`src/rtl/core_pkg.sv`:
```
// Shared writeback types: result-source select, load size and the held writeback entry.
package core_pkg;

   // Entry fields are sized for the widest supported core; narrower cores use the low bits.
   localparam int WB_DATA_W = 64;
   localparam int WB_RD_W   = 5;

   typedef enum logic [1:0] {WB_ALU, WB_MEM, WB_PC4, WB_CSR} wb_sel_t;

   typedef enum logic [1:0] {MSZ_B, MSZ_H, MSZ_W, MSZ_D} mem_size_t;

   typedef struct packed {
      logic [WB_RD_W-1:0]   rd;
      logic                 rd_we;
      logic [WB_DATA_W-1:0] data;
      logic [WB_DATA_W-1:0] pc;
   } wb_entry_t;

endpackage

```
`src/rtl/load_extend.sv`:
```
// Aligns a sub-word load from its byte offset and sign- or zero-extends it to XLEN.
module load_extend
   import core_pkg::*;
#(
   parameter int XLEN  = 64,
   parameter int OFF_W = $clog2(XLEN/8)
)(
   input  logic [XLEN-1:0]  data,
   input  logic [OFF_W-1:0] off,
   input  mem_size_t        size,
   input  logic             uns,
   output logic [XLEN-1:0]  result
);

   logic [XLEN-1:0] shifted;
   logic [XLEN-1:0] mask;
   logic            sign;

   assign shifted = data >> {off, 3'b000};

   // Masking instead of replication keeps the word case legal when XLEN is 32 (D behaves as W).
   always_comb begin
      mask = '1;
      sign = 1'b0;
      unique case (size)
         MSZ_B: begin
            mask = XLEN'(32'h0000_00FF);
            sign = shifted[7];
         end
         MSZ_H: begin
            mask = XLEN'(32'h0000_FFFF);
            sign = shifted[15];
         end
         MSZ_W: begin
            mask = XLEN'(32'hFFFF_FFFF);
            sign = shifted[31];
         end
         default: begin
            mask = '1;
            sign = 1'b0;
         end
      endcase
   end

   assign result = (shifted & mask) | ({XLEN{sign & ~uns}} & ~mask);

endmodule

```
`src/rtl/writeback_unit.sv`:
```
// Registered writeback stage: selects the result, holds one entry, drives regfile write,
// forwarding tap and commit stream, and counts retired instructions.
module writeback_unit
   import core_pkg::*;
#(
   parameter int XLEN     = 64,
   parameter int RETIRE_W = 64,
   parameter int REG_AW   = 5
)(
   input  logic                       clk,
   input  logic                       reset,
   input  logic                       in_valid,
   output logic                       in_ready,
   input  wb_sel_t                    in_wb_sel,
   input  logic [REG_AW-1:0]          in_rd,
   input  logic                       in_rd_we,
   input  logic [XLEN-1:0]            in_alu,
   input  logic [XLEN-1:0]            in_mem_data,
   input  logic [$clog2(XLEN/8)-1:0]  in_mem_off,
   input  mem_size_t                  in_mem_size,
   input  logic                       in_mem_uns,
   input  logic [XLEN-1:0]            in_pc,
   input  logic [XLEN-1:0]            in_csr,
   output logic                       rf_we,
   output logic [REG_AW-1:0]          rf_waddr,
   output logic [XLEN-1:0]            rf_wdata,
   output logic                       fwd_valid,
   output logic [REG_AW-1:0]          fwd_rd,
   output logic [XLEN-1:0]            fwd_data,
   output logic                       commit_valid,
   input  logic                       commit_ready,
   output logic [XLEN-1:0]            commit_pc,
   output logic [RETIRE_W-1:0]        retire_cnt
);

   logic            held_valid;
   wb_entry_t       held;
   wb_entry_t       next_entry;
   logic [XLEN-1:0] load_data;
   logic [XLEN-1:0] sel_data;
   logic            accept;
   logic            commit_fire;
   logic            held_writes;

   load_extend #(.XLEN(XLEN)) u_load_extend (
      .data   (in_mem_data),
      .off    (in_mem_off),
      .size   (in_mem_size),
      .uns    (in_mem_uns),
      .result (load_data)
   );

   // The slot frees in the same cycle it commits, so a steady stream sees no bubbles.
   assign in_ready    = !held_valid || commit_ready;
   assign accept      = in_valid && in_ready;
   assign commit_fire = held_valid && commit_ready;

   always_comb begin
      sel_data = in_alu;
      unique case (in_wb_sel)
         WB_ALU:  sel_data = in_alu;
         WB_MEM:  sel_data = load_data;
         WB_PC4:  sel_data = in_pc + XLEN'(4);
         WB_CSR:  sel_data = in_csr;
         default: sel_data = in_alu;
      endcase
   end

   always_comb begin
      next_entry       = '0;
      next_entry.rd    = WB_RD_W'(in_rd);
      next_entry.rd_we = in_rd_we;
      next_entry.data  = WB_DATA_W'(sel_data);
      next_entry.pc    = WB_DATA_W'(in_pc);
   end

   // A new accept overwrites the slot even when the old entry commits on the same edge.
   always_ff @(posedge clk) begin
      if (reset) begin
         held_valid <= 1'b0;
         held       <= '0;
         retire_cnt <= '0;
      end else begin
         if (accept) begin
            held_valid <= 1'b1;
            held       <= next_entry;
         end else if (commit_fire) begin
            held_valid <= 1'b0;
         end
         if (commit_fire) begin
            retire_cnt <= retire_cnt + RETIRE_W'(1);
         end
      end
   end

   // x0 is hardwired zero, so it is never written nor advertised for forwarding.
   assign held_writes  = held.rd_we && (held.rd[REG_AW-1:0] != '0);

   assign commit_valid = held_valid;
   assign commit_pc    = held.pc[XLEN-1:0];
   assign rf_we        = commit_fire && held_writes;
   assign rf_waddr     = held.rd[REG_AW-1:0];
   assign rf_wdata     = held.data[XLEN-1:0];
   assign fwd_valid    = held_valid && held_writes;
   assign fwd_rd       = held.rd[REG_AW-1:0];
   assign fwd_data     = held.data[XLEN-1:0];

endmodule

```
`config.mk`:
```
export PLATFORM = sky130hd
export DESIGN_NAME = writeback_unit
export DESIGN_NICKNAME = d
export VERILOG_FILES = /design/src/rtl/core_pkg.sv /design/src/rtl/load_extend.sv /design/src/rtl/writeback_unit.sv
export SDC_FILE = /design/constraint.sdc
export NUM_CORES = 1
export LEC_CHECK = 0
export ABC_CLOCK_PERIOD_IN_PS = 2150
export CORE_ASPECT_RATIO = 0.9
export CORE_MARGIN = 5
export CORE_UTILIZATION = 30
export CTS_CLUSTER_SIZE = 24
export DETAILED_ROUTE_END_ITERATION = 8
export GPL_ROUTABILITY_DRIVEN = 1
export PLACE_DENSITY = 0.57
export REMOVE_ABC_BUFFERS = 1
export SYNTH_ARGS = -nofsm -noshare
export SYNTH_HDL_FRONTEND = slang
export SYNTH_HIERARCHICAL = 1
export SYNTH_SLANG_ARGS = --single-unit
```
`constraint.sdc`:
```
create_clock -name clk -period 2.15 [get_ports clk]
set_clock_uncertainty 0.1 [all_clocks]
set_input_delay 0.215 -clock clk [delete_from_list [all_inputs] [get_ports clk]]
set_output_delay 0.215 -clock clk [all_outputs]
set_load 0.02 [all_outputs]
```
==> summary.txt <==
Clock network
  – Cts bufs inserted: 17
  – TritonCTS clock tree: built
  – Clock transition at path regs: 0.08 ns
  – Clk buf depth: 2
  – Root buffer cell: clkbuf_16
  – Clock Latency Late Sink: 0.50 ns
  – H-tree depth: 4
  – Sink Count: 199

Setup path
  – WP buf/inv: 1
  – Worst-path cell chain: or3_1 -> o311a_1 -> and2_1 -> buf_2
  – Crit-path leading delay family: simple AND/OR/NAND/NOR gates
  – Crit path DAT: 1.82 ns
  – Worst Path Required: 1.84 ns
  – R2R setup slack: 0.09 ns
  – Setup crit end kind: output pin
  – Reg2reg start: retire_cnt[22]
  – Critical-path maximum fanout: 4
  – Max stage delay on crit path: 0.36 ns
  – Worst R2R Path Depth: 8
  – CP max stage cell: or3_1
  – Worst Path Class, Setup: flop to output pin
  – RR Endpoint: retire_cnt[63]
  – Startpoint types: flop

Placed design
  – GPL Wtd Cong: 0.896
  – Hpwl dp: 56600 um
  – PortBufs: 543
  – Pre-CTS WS: -0.728 ns
  – Area after DPL: 21400 sq um

Worst hold path
  – Hold Path Depth: 4
  – Hold Path Origin: in_pc[2]
  – Worst Hold Class: input port to flop
  – WHS Endpoint: commit_pc[2]

Yosys
  – Post-synthesis sequential area ratio: 27.6%
  – Syn. warnings: 6
  – Number of synthesized flops with an enable pin: 0
  – Post-synth cell types: 72
  – Post-Synth Simple-Gate Area: 24.5%
  – Post-Synthesis Cells: 1801
  – Largest family of logic cells by synthesized area: simple AND/OR/NAND/NOR gates
  – Ys flop type: dfxtp_1
  – Compound-Gate Fraction of Synth Area: 14.3%
  – Post-Synth Adder-Cell Area: 0.173%
  – Post-Synth XOR/XNOR Area: 5.46%
  – Async SR Flop Fraction: 0%
  – Synth Register Bits: 199
  – Mapped Avg Cell Area: 8.02 sq um
  – Mux cell area share after synthesis: 12.6%
  – Synth Cell Area: 14400 sq um

Flow run
  – Max cap viols: 0

Timing
  – Max-slew violation count: 0
  – Count of endpoints failing setup in the final report: 0
  – Final min period: 2.14 ns
  – Final Hold Vio Count: 0
  – Worst setup margin: 0.0115 ns
  – Worst-Margin Slew: 0.532 ns
  – Fin crit share: 99.5%
  – Worst hold slack: 0.124 ns
  – RSZ-0062 raised after global routing: yes
  – Slew margin rel.: 63.5%
  – FMAX: 468 MHz

Pwr
  – Leak pwr: 8.83 nW
  – Power per cell area: 490 nW/um^2
  – VDD IR max: 0.000554 V
  – Total power: 11.1 mW

Finish
  – Area Overhead vs Synth: 56.9%
  – Final instance area: 22700 sq um
  – Filler cells: 4632
  – Post-layout util: 47.5%
  – Layout cells sized above 1: 23.4%
  – Final #Nets: 2682

Drt
  – Avg WL per Cell: 23.0 um
  – Detailed-route via count: 15800
  – DRT Wirelength: 70400 um
  – Antenna Violating Nets Remaining: 0
  – Vias per inst: 5.17
  – Pre-antenna DRT Iters: 5
  – DRT iter0 DRCs: 1023
  – Detailed-route DRC error count: 0

GRT
  – First-pass GRT wire length: 101000 um
  – Initial antenna violation count: 15
  – GRT Util Overall: 25.6%
  – GRT overflow: 0
  – Largest net degree at the start of global routing: 73
  – Vias in the first global route: 15600

Floorplan
  – Chip height: 218 um
  – Chip width: 241 um
  – Core ar.: 47700 sq um
  – Initial Util: 30.2%
  – I/O pins: 544
  – Die area: 52600 sq um
  – Row count: 76

Status
  – Status: complete, no violations
routing by layer:
metal / GRT usage, % / vias to the layer above / part of all wire [%]
met3: 5.25 / 100 / 6.6
met2: 42.7 / 630 / 48
met4: 7.41 / 14 / 2.4
met5: 0 / - / 0.14
met1: 33.5 / 7636 / 43
li1: - / 7406 / -
tightest hold or removal path, cell delays in order:
cell	delay, ns
dlymetal6s2s_1	0.19
buf_4	0.17
nand2_1	0.05
a21oi_1	0.05
report_power, final:
part	internal, mW	leakage (nW)	switching (mW)
Combinational	1.83	6.90	1.73
Sequential	3.86	1.63	0.168
Clock	1.71	0.299	1.80
Total	7.40	8.83	3.70
layout make-up:
type / instances / area (sq um) / share of cell area [%]
antenna: 12 / 30.0 / 0.133
timing repair buffer: 908 / 8540 / 37.7
multi-input combinational: 1250 / 8580 / 37.9
clock buffer: 18 / 439 / 1.94
tap: 624 / 781 / 3.45
clock inverter: 14 / 179 / 0.790
inverter: 30 / 113 / 0.497
sequential: 199 / 3990 / 17.6
Yosys cell counts, types with 6 or more instances:
master,count,share of area (%)
nand2_1,294,7.6
mux4_2,38,5.9
and4_1,7,0.42
a211oi_1,20,1.0
and2_1,8,0.35
buf_2,24,0.83
o21ai_1,9,0.31
o2bb2ai_1,8,0.49
nor4_1,10,0.43
nand3_1,61,2.1
nand4_2,22,1.9
nor2b_1,6,0.26
a22oi_1,8,0.42
inv_1,29,0.75
xor2_1,30,1.8
a221oi_1,6,0.36
and3_1,15,0.65
nor3b_1,8,0.42
o2111ai_1,16,0.97
mux2_2,17,1.3
nor3_1,43,1.5
o211ai_1,23,1.2
mux2i_1,75,5.2
a21oi_1,133,4.6
buf_6,12,0.94
dfxtp_1,199,28
buf_4,210,11
a221o_1,9,0.62
clkbuf_1,64,1.7
or3_1,19,0.82
xnor2_1,60,3.6
buf_1,13,0.34
o21ai_0,51,1.8
nand2b_1,7,0.30
nand4_1,43,1.9
nor2_1,135,3.5
cell families (layout without fill, tap and decap cells):
group,after synthesis,after routing
buf+inv,353,970
fa+ha+maj,2,2
other cells,0,12
flops,199,199
xor+xnor,90,90
simple gates,704,705
mux,131,131
compound gates,322,322
worst max path at each step:
| stage | end | slack, ns | from | cells after the start |
|---|---|---|---|---|
| floorplan | fwd_data[30] | -2.67 | commit_valid | 6 |
| finish | rf_we | 0.01 | fwd_rd[4] | 4 |
| CTS | rf_we | -0.04 | fwd_rd[4] | 4 |
| global placement | fwd_data[17] | -0.69 | in_mem_off[2] | 10 |
| global route | rf_we | -0.07 | fwd_rd[4] | 4 |
| detailed placement | fwd_data[17] | -0.73 | in_mem_off[2] | 10 |
through the flow:
| step | instances | TNS, ns |
|---|---|---|
| finish | 3055 | 0 |
| global route | 3050 | -0.0948 |
| CTS | 3026 | -0.0917 |
| detailed placement | 2984 | -35.64 |
| global placement | 2984 | -33.43 |
| floorplan | 1478 | -193.67 |
flip-flops by register name, summed over array words and instances, names as in the netlist:
register / cells
commit_pc: 64
commit_valid: 1
retire_cnt: 64
fwd_data: 64
held: 1
fwd_rd: 5
what timing repair did:
item,in CTS,in global routing
gates resized for setup,45,57
pin swaps,13,21
setup buffers,8,15
endpoints found under the setup margin,50,63
endpoints found under the hold margin,29,0
cloned,1,2
hold buffers,1,0
layout by cell type (no fill, tap or decap), drive strengths merged, types with 20 or more instances in the layout:
cell	count
clkdlybuf4s50	523
buf	370
nand2	294
dfxtp	199
nor2	136
a21oi	133
mux2i	76
nand4	68
nand3	62
o21ai	61
xnor2	60
nor3	49
mux4	38
inv	37
xor2	30
o211ai	23
a211oi	22
or3	20
clkbuf	20
No activity file was read; power rests on OpenSTA's default activity.
